--- config.mk ---
export PLATFORM = sky130hd
export DESIGN_NAME = prio_arbiter_pipe
export DESIGN_NICKNAME = d
export VERILOG_FILES = /design/src/rtl/arb_pkg.sv /design/src/rtl/prio_arb_age_ctr.sv /design/src/rtl/prio_arbiter_pipe.sv
export SDC_FILE = /design/constraint.sdc
export NUM_CORES = 1
export LEC_CHECK = 0
export CORE_ASPECT_RATIO = 0.75
export CORE_UTILIZATION = 35
export DETAILED_ROUTE_END_ITERATION = 10
export SETUP_SLACK_MARGIN = 0.2
export SYNTH_ARGS = -nofsm -noshare
export SYNTH_HDL_FRONTEND = slang
export SYNTH_HIERARCHICAL = 1
export SYNTH_SLANG_ARGS = --single-unit
--- constraint.sdc ---
create_clock -name clk -period 64.3 [get_ports clk]
set_clock_uncertainty 0.2 [all_clocks]
set_input_delay 9.645 -clock clk [delete_from_list [all_inputs] [get_ports clk]]
set_output_delay 9.645 -clock clk [all_outputs]
set_load 0.1 [all_outputs]
--- src/rtl/arb_pkg.sv ---
// Shared constants for the priority arbiter: default parameters, tie-break
// mode encodings and the index/age width helpers.
package arb_pkg;

    localparam int DEF_N_CH    = 8;
    localparam int DEF_DATA_W  = 8;
    localparam int DEF_PRIO_W  = 8;
    localparam int DEF_AGE_MAX = 15;

    localparam logic MODE_FIXED = 1'b0;
    localparam logic MODE_RR    = 1'b1;

    function automatic int calc_idx_w(input int n);
        return (n > 1) ? $clog2(n) : 1;
    endfunction

    function automatic int calc_age_w(input int age_max);
        return (age_max > 0) ? $clog2(age_max + 1) : 1;
    endfunction

endpackage

--- src/rtl/prio_arb_age_ctr.sv ---
// Per-channel wait counter: counts cycles a request has waited without a grant
// and flags the channel as starved once the count saturates.
module prio_arb_age_ctr
    import arb_pkg::*;
#(
    parameter int AGE_MAX = DEF_AGE_MAX,
    localparam int AGE_W  = calc_age_w(AGE_MAX)
) (
    input  logic clk,
    input  logic reset,
    input  logic valid,
    input  logic grant,
    output logic starved
);

    localparam logic [AGE_W-1:0] AGE_SAT = AGE_W'(AGE_MAX);

    logic [AGE_W-1:0] age_r;

    // Age register: cleared by a grant or a dropped request, saturating otherwise.
    always_ff @(posedge clk or posedge reset) begin
        if (reset) begin
            age_r <= '0;
        end else if (grant || !valid) begin
            age_r <= '0;
        end else if (age_r != AGE_SAT) begin
            age_r <= age_r + 1'b1;
        end else begin
            age_r <= age_r;
        end
    end

    assign starved = (age_r == AGE_SAT);

endmodule

--- src/rtl/prio_arbiter_pipe.sv ---
// N-channel priority arbiter with starvation escape, fixed or round-robin
// tie-break, and a single registered output slot with valid/ready handshake.
module prio_arbiter_pipe
    import arb_pkg::*;
#(
    parameter int N_CH    = DEF_N_CH,
    parameter int DATA_W  = DEF_DATA_W,
    parameter int PRIO_W  = DEF_PRIO_W,
    parameter int AGE_MAX = DEF_AGE_MAX,
    localparam int IDX_W  = calc_idx_w(N_CH)
) (
    input  logic                           clk,
    input  logic                           reset,
    input  logic                           mode_i,
    input  logic [N_CH-1:0]                valid_i,
    input  logic [N_CH-1:0][DATA_W-1:0]    data_i,
    input  logic [N_CH-1:0][PRIO_W-1:0]    priority_i,
    output logic [N_CH-1:0]                ready_i,
    output logic                           valid_o,
    output logic [DATA_W-1:0]              data_o,
    output logic [IDX_W-1:0]               chan_o,
    input  logic                           ready_o
);

    localparam logic [N_CH-1:0] ONE_HOT0 = {{(N_CH-1){1'b0}}, 1'b1};

    logic                valid_o_r;
    logic [DATA_W-1:0]   data_o_r;
    logic [IDX_W-1:0]    chan_o_r;
    logic [IDX_W-1:0]    rr_ptr_r;

    logic [N_CH-1:0]     starved_s;
    logic [N_CH-1:0]     starved_valid_s;
    logic [N_CH-1:0]     cand_s;
    logic [N_CH-1:0]     tie_s;
    logic [PRIO_W-1:0]   max_prio_s;
    logic [IDX_W-1:0]    win_s;
    logic                can_accept_s;
    logic                grant_s;
    logic [N_CH-1:0]     grant_vec_s;

    for (genvar g = 0; g < N_CH; g++) begin : g_age
        prio_arb_age_ctr #(
            .AGE_MAX (AGE_MAX)
        ) u_age (
            .clk     (clk),
            .reset   (reset),
            .valid   (valid_i[g]),
            .grant   (grant_vec_s[g]),
            .starved (starved_s[g])
        );
    end

    // Candidate set and the highest priority within it, then every tied candidate.
    always_comb begin
        starved_valid_s = valid_i & starved_s;
        if (|starved_valid_s) begin
            cand_s = starved_valid_s;
        end else begin
            cand_s = valid_i;
        end
        max_prio_s = '0;
        for (int i = 0; i < N_CH; i++) begin
            if (cand_s[i] && (priority_i[i] > max_prio_s)) begin
                max_prio_s = priority_i[i];
            end else begin
                max_prio_s = max_prio_s;
            end
        end
        tie_s = '0;
        for (int i = 0; i < N_CH; i++) begin
            if (cand_s[i] && (priority_i[i] == max_prio_s)) begin
                tie_s[i] = 1'b1;
            end else begin
                tie_s[i] = 1'b0;
            end
        end
    end

    // Tie-break among equal-priority candidates: lowest index or scan from rr_ptr.
    always_comb begin
        logic found;
        int   idx;
        win_s = '0;
        found = 1'b0;
        idx   = 0;
        if (mode_i == MODE_RR) begin
            for (int i = 0; i < N_CH; i++) begin
                idx = int'(rr_ptr_r) + i;
                if (idx >= N_CH) begin
                    idx = idx - N_CH;
                end else begin
                    idx = idx;
                end
                if (!found && tie_s[IDX_W'(idx)]) begin
                    found = 1'b1;
                    win_s = IDX_W'(idx);
                end else begin
                    found = found;
                end
            end
        end else begin
            // Downward scan so the lowest tied index is the last one written.
            for (int i = N_CH - 1; i >= 0; i--) begin
                if (tie_s[i]) begin
                    win_s = IDX_W'(i);
                end else begin
                    win_s = win_s;
                end
            end
        end
    end

    // Grant decision; gated by reset so no request is accepted while it is held.
    always_comb begin
        can_accept_s = !valid_o_r || ready_o;
        grant_s      = can_accept_s && (|valid_i) && !reset;
        if (grant_s) begin
            grant_vec_s = ONE_HOT0 << win_s;
        end else begin
            grant_vec_s = '0;
        end
    end

    // Output slot and round-robin pointer.
    always_ff @(posedge clk or posedge reset) begin
        if (reset) begin
            valid_o_r <= 1'b0;
            data_o_r  <= '0;
            chan_o_r  <= '0;
            rr_ptr_r  <= '0;
        end else if (grant_s) begin
            valid_o_r <= 1'b1;
            data_o_r  <= data_i[win_s];
            chan_o_r  <= win_s;
            rr_ptr_r  <= (win_s == IDX_W'(N_CH - 1)) ? '0 : win_s + 1'b1;
        end else if (ready_o) begin
            valid_o_r <= 1'b0;
            data_o_r  <= data_o_r;
            chan_o_r  <= chan_o_r;
            rr_ptr_r  <= rr_ptr_r;
        end else begin
            valid_o_r <= valid_o_r;
            data_o_r  <= data_o_r;
            chan_o_r  <= chan_o_r;
            rr_ptr_r  <= rr_ptr_r;
        end
    end

    assign ready_i = grant_vec_s;
    assign valid_o = valid_o_r;
    assign data_o  = data_o_r;
    assign chan_o  = chan_o_r;

endmodule

==> impl_metrics.ini, run 1 <==
[synthesis]
yosysWarnings = 6
synthMostInstantiatedCell = sky130_fd_sc_hd__nand2_1
postSynthCellCount = 1200
post_synth_mux_area_share_pct = 9.43
synthAdderAreaFrac_pct = 8.79
synth_edf_count = 0
ys_seq_area_share_pct = 12.5
synth.cells.most_frequent = 102 x sky130_fd_sc_hd__nand2_1, 75 x sky130_fd_sc_hd__nor2_1, 74 x sky130_fd_sc_hd__a21oi_1
combinational_family_with_the_most_area_after_synthesis = compound AO/OA/AOI/OAI gates
post_synth_main_area_contributors = sky130_fd_sc_hd__dfrtp_1 13%, sky130_fd_sc_hd__ha_1 8.5%, sky130_fd_sc_hd__mux2i_1 6.5%
ys_async_sr_fraction_pct = 100
postSynthRegisterBits = 47
yosys.area_share.xor_xnor_pct = 4.39
yosysTopAreaCell = sky130_fd_sc_hd__dfrtp_1
synth_flop_cell = sky130_fd_sc_hd__dfrtp_1
synth_compound_gate_area_share_pct = 31.9
synth_cell_type_count = 113
synth.top_cell.area_share_pct = 12.5
avgSynthCellArea_um2 = 7.81
syn_area_um2 = 9380
synth_simple_gate_area_share_pct = 26.8
syn_nets = 1404

[power_and_ir_drop]
p_clk_share_pct = 6.1
power.switching_fraction_pct = 58.4
share_seq_of_total_power_pct = 10.6
ir_drop_v = 0.0000195
power_leakage_uw = 0.00467
combinationalPowerShare_pct = 83.2
pwr_density_cell_nw_per_um2 = 39.8
total_switching_power_uw = 262
p_int_uw = 187

[place]
gp_congestion = 1.05
dpl.cell_count = 1651
numPortBuffers = 159
dpl_cell_area_um2 = 11100
detailed_place_hpwl_um = 30100

[critical_path]
r2r-start = g_age[3].u_age/age_r[0]
crit_arrival_ns = 33.33
worst-path-buf-inv = 12
worstSetupPathType = input pin to primary output
setup.worst_path.start_class = input pin
worstReg2RegEnd = g_age[7].u_age/age_r[2]
reg2reg_slack_ns = 40.61
worst_ep_required_time_ns = 54.46
critical-path-top-cell-by-count = sky130_fd_sc_hd__o21ai_0
worstRegToRegCells = 96
timing.critical_path.max_delay_family = compound AO/OA/AOI/OAI gates
worst_path_max_delay_cell = sky130_fd_sc_hd__clkdlybuf4s50_1
timing.critical_path.to_type = primary output
worst-path-max-fanout = 29
longest_individual_stage_delay_on_the_worst_path_ns = 1.17

[floorplanning]
rows = 51
die_height_um = 144
core-area_um2 = 26200
dieWidth_um = 191
die_area_um2 = 27500
start_util_pct = 35.8
io_pins = 160

[min_path]
timing.hold.worst_endpoint = chan_o[1]
hold_depth = 2
startpoint_of_the_worst_hold_path = chan_o[1]
hp-class = register to register

[cells_and_area]
layout.core_utilization_pct = 43.1
count_of_placed_standard_cells_in_the_final_layout_fillers_left_out = 1659
fill_cells = 2660
flow.area_growth_from_synthesis_pct = 20.2
final_area_um2 = 11300
layout.nets = 1518
antenna_cells_inserted = 0
layout_cell_share_with_drive_strength_beyond_1_pct = 9.20

[sta]
hold_viol = 0
maxClockFrequency_ghz = 0.0232
fin_setup_tns_ns = 0
fin_crit_sh_pct = 67.2
max_slew.worst_pin.slew_ns = 1.16
rsz0062_at_grt = false
holdWs_ns = 0.296
final-setup-viol-count = 0
final_max_slew_viol_count = 0
finalWorstPathRequiredPeriod_ns = 43.18
worst_slew_margin_rel_pct = 22.5

[global_route]
gr-total-overflow = 0
track_usage_pct = 25.9
antenna_found_initial = 0
global_route_wire_length_before_repair_um = 55100
vias_in_the_first_global_route = 9264
grt_start_max_net_pins = 45

[status]
status = finished clean

[clocking]
numCtsBuffers = 5
post_cts_buffers = 0
cts-resized-gates = 0
post_cts_hold_buffer_count = 0
clkLatencyLatePin_ns = 0.29
ctsHtreeMaxLevel = 2
clk_transition_reported_paths_ns = 0.07
tritoncts = yes
clockBufferDepth = 2
cts_sinks = 47
cts.root.buffer_cell = sky130_fd_sc_hd__clkbuf_16

[drt]
first_iter_violations = 1135
post_drt_via_cell_ratio = 6.22
detail_route.first_pass.iterations = 6
totalWireLength_um = 36900
routedWlPerCell_um = 22.2
detailroute.via_count = 10300
ant_nets = 0
drc_violations = 0

[flow_run]
drv.max_cap_violation_count = 0
## placed cells by master (no fill, tap or decap), drive strengths merged, types with 13 or more instances in the layout
master	count
o211ai	17
nor3	38
nand3b	17
a31oi	20
nand3	36
xor2	15
dfrtp	47
a21oi	79
inv	57
and3	45
and2	22
nand2b	21
nand2	102
o21ai	64
o31ai	13
a211oi	31
clkdlybuf4s50	159
mux2i	63
xnor2	32
a21o	24
nor2	76
nor2b	16
nand4	26
ha	64
a31o	13
## stage by stage
step | setup WS [ns] | total power [uW]
2_1_floorplan | 26.78 | 323
3_3_place_gp | 22.36 | 414
3_5_place_dp | 21.81 | 411
4_1_cts | 21.74 | 440
5_1_grt | 19.67 | 474
6_report | 21.12 | 448
## cells by family after synthesis
group,Yosys count
fa+ha+maj,66
flops,47
compound gates,391
xor+xnor,47
simple gates,453
buf+inv,118
mux,78
## cell type report
type                       count  area [um^2]  area share [%]
multi-input combinational   1035         7630            67.8
tap                          344          430            3.82
clock buffer                   7          153            1.35
clock inverter                 1         7.51          0.0666
inverter                      59          221            1.97
sequential                    47         1180            10.4
timing repair buffer         166         1640            14.6
## flip-flops by register name, indices dropped and copies added (netlist names)
name and count:
g_age.u_age/age_r 32, data_o 8, chan_o 3, rr_ptr_r 3, valid_o 1
## power by group through the flow
| stage | combinational, uW | clock (uW) | sequential [uW] |
|---|---|---|---|
| 6_report | 373 | 27.5 | 47.7 |
| 5_1_grt | 396 | 29.1 | 49.4 |
| 4_1_cts | 364 | 28.0 | 47.5 |
| 3_5_place_dp | 363 | 0 | 47.9 |
| 3_3_place_gp | 366 | 0 | 48.0 |
| 2_1_floorplan | 255 | 0 | 67.3 |
## worst min-delay path, stage by stage, from the launching register on
cell                      delay, ns
sky130_fd_sc_hd__dfrtp_1       0.35
sky130_fd_sc_hd__nand2_1       0.05
sky130_fd_sc_hd__o21ai_0       0.06
## worst max-delay path by stage
stage            endpoint  slack [ns]  cells past startpoint       start
2_1_floorplan  ready_i[7]       26.78                     95  valid_i[3]
3_3_place_gp   ready_i[2]       22.36                     92  valid_i[7]
3_5_place_dp   ready_i[7]       21.81                     94  valid_i[3]
4_1_cts        ready_i[7]       21.74                     94  valid_i[3]
5_1_grt        ready_i[0]       19.67                     94  valid_i[3]
6_report       ready_i[2]       21.12                     94  valid_i[3]
## routing by layer
| metal | wire length, um | track usage, % | vias up |
|---|---|---|---|
| met5 | 0 | 0 | - |
| met4 | 744 | 6.11 | 0 |
| met3 | 3340 | 3.52 | 56 |
| met2 | 15500 | 37.6 | 532 |
| met1 | 17300 | 39.6 | 4920 |
| li1 | - | - | 4817 |
Power figures use the tool's default switching activity.
==> run 2, diff against run 1 <==
==> constraint.sdc (replaced) <==
create_clock -name clk -period 43.5 [get_ports clk]
set_clock_uncertainty 0.2 [all_clocks]
set_input_delay 6.525 -clock clk [delete_from_list [all_inputs] [get_ports clk]]
set_output_delay 6.525 -clock clk [all_outputs]
set_load 0.1 [all_outputs]
==> run 2 against run 1 <==
Compared with the run above:
- non-clock buffer count rose by 1
- sequential share of layout area barely moved
- sequential power rose by 49%
- register-to-register slack got worse by 21 ns
- largest cell class unchanged
- highest routed layer unchanged
==> impl_metrics.ini, run 2 (synthesis gave the netlist of run 1 again) <==
[critical_path]
worst-path-max-fanout = 29
timing.critical_path.to_type = primary output
longest_individual_stage_delay_on_the_worst_path_ns = 1.18
worst_path_max_delay_cell = sky130_fd_sc_hd__clkdlybuf4s50_1
worstSetupPathType = input pin to primary output
setup.worst_path.start_class = input pin
crit_arrival_ns = 29.96
critical-path-top-cell-by-count = sky130_fd_sc_hd__o21ai_0
worst_ep_required_time_ns = 36.78

[sta]
fin_setup_tns_ns = 0
rsz0062_at_grt = false
fin_crit_sh_pct = 84.3
worst_slew_margin_rel_pct = 24.9
final-setup-viol-count = 0
maxClockFrequency_ghz = 0.0273
finalWorstPathRequiredPeriod_ns = 36.69
max_slew.worst_pin.slew_ns = 1.13
final_max_slew_viol_count = 0
hold_viol = 0

[cells_and_area]
flow.area_growth_from_synthesis_pct = 20.2
regMostFlops = g_age.u_age/age_r
largest_register_ffs = 32
mostFrequentLayoutCells = 159 x sky130_fd_sc_hd__clkdlybuf4s50_1, 102 x sky130_fd_sc_hd__nand2_1, 75 x sky130_fd_sc_hd__nor2_1, 74 x sky130_fd_sc_hd__a21oi_1, 64 x sky130_fd_sc_hd__ha_1
antenna_cells_inserted = 0
layout_cell_share_with_drive_strength_beyond_1_pct = 9.13
layout.nets = 1519
mostFrequentLayoutCell = sky130_fd_sc_hd__clkdlybuf4s50_1

[clocking]
tritoncts = yes
clockBufferDepth = 2
clkLatencyLatePin_ns = 0.29
numCtsBuffers = 5
ctsHtreeMaxLevel = 2
cts_sinks = 47
clk_transition_reported_paths_ns = 0.06
cts.root.buffer_cell = sky130_fd_sc_hd__clkbuf_16
post_cts_buffers = 0
post_cts_hold_buffer_count = 0
cts-resized-gates = 0

[place]
detailed_place_hpwl_um = 30000
numPortBuffers = 159
gp_congestion = 1.03

[drt]
detail_route.first_pass.iterations = 5
drc_violations = 0
first_iter_violations = 985
routedWlPerCell_um = 22.3
ant_nets = 0
detailroute.via_count = 10300
post_drt_via_cell_ratio = 6.18
totalWireLength_um = 37000

[global_route]
antenna_found_initial = 0
global_route_wire_length_before_repair_um = 55400
gr-total-overflow = 0
track_usage_pct = 26.2
grt_start_max_net_pins = 45
vias_in_the_first_global_route = 9404

[status]
status = finished clean

[power_and_ir_drop]
p_clk_share_pct = 6.5
p_int_uw = 278
combinationalPowerShare_pct = 82.9
share_seq_of_total_power_pct = 10.6
pwr_density_cell_nw_per_um2 = 59.1
power_leakage_uw = 0.00467
total_switching_power_uw = 388
ir_drop_v = 0.0000318
power_uw = 666
power.switching_fraction_pct = 58.2

[floorplanning]
start_util_pct = 35.8
core-area_um2 = 26200
die_area_um2 = 27500
io_pins = 160
rows = 51
dieWidth_um = 191
die_height_um = 144

[flow_run]
drv.max_cap_violation_count = 0

[min_path]
hp-class = register to register
run 2: worst paths after layout:
kind                                    startpoint                       to  slack (ns)  cells past startpoint
hold / removal                           chan_o[1]                chan_o[1]        0.29                      2
min in group asynchronous                    reset  g_age[6].u_age/age_r[2]        6.59                      2
setup / recovery                        valid_i[7]               ready_i[7]        6.81                     89
max in group asynchronous                    reset              rr_ptr_r[2]       35.93                      2
setup reg to reg           g_age[3].u_age/age_r[0]  g_age[3].u_age/age_r[2]       20.08                     93
hold reg to reg                          chan_o[1]                chan_o[1]        0.29                      2
run 2: stage by stage:
stage               cells  cell area [um^2]  worst slack (ns)  hold WS, ns  utilization [%]
finish               1659             11300              6.81        0.289             43.1
global route         1659             11300              4.95        0.320             43.1
CTS                  1659             11300              7.36        0.296             43.1
detailed placement   1652             11100              7.47        0.277             42.5
global placement     1652             11100              7.84        0.269             42.5
floorplan            1200              9380             12.22        0.363                -
run 2: critical path: cells and delay by family:
family / cells / cell delay [ns]
AO/OA/AOI/OAI: 36 / 9.87
adder cells (fa/ha/maj): 8 / 2.15
AND/OR/NAND/NOR: 32 / 7.39
buffers and inverters: 11 / 2.98
multiplexers: 2 / 0.98
run 2: layout make-up:
cell class                 instances  area (um^2)
clock buffer                       6          129
clock inverter                     1         30.0
fill                            2631        14900
inverter                          59          221
multi-input combinational       1035         7630
sequential                        47         1180
tap                              344          430
timing repair buffer             167         1650
run 2: power by group through the flow:
stage | combinational [uW] | clock [uW] | sequential (uW)
after global routing | 589 | 45.9 | 73.0
final | 552 | 43.2 | 70.9
after floorplan | 377 | 0 | 99.5
after detailed placement | 536 | 0 | 71.0
after CTS | 539 | 44.0 | 70.5
after global placement | 543 | 0 | 70.8
run 2: metal layers:
layer	routed length [um]	GRT usage [%]	up-vias
met5	0	0	-
met4	1120	8.93	0
met3	3750	5.84	81
met2	14900	36.4	516
met1	17200	38.9	4834
li1	-	-	4828
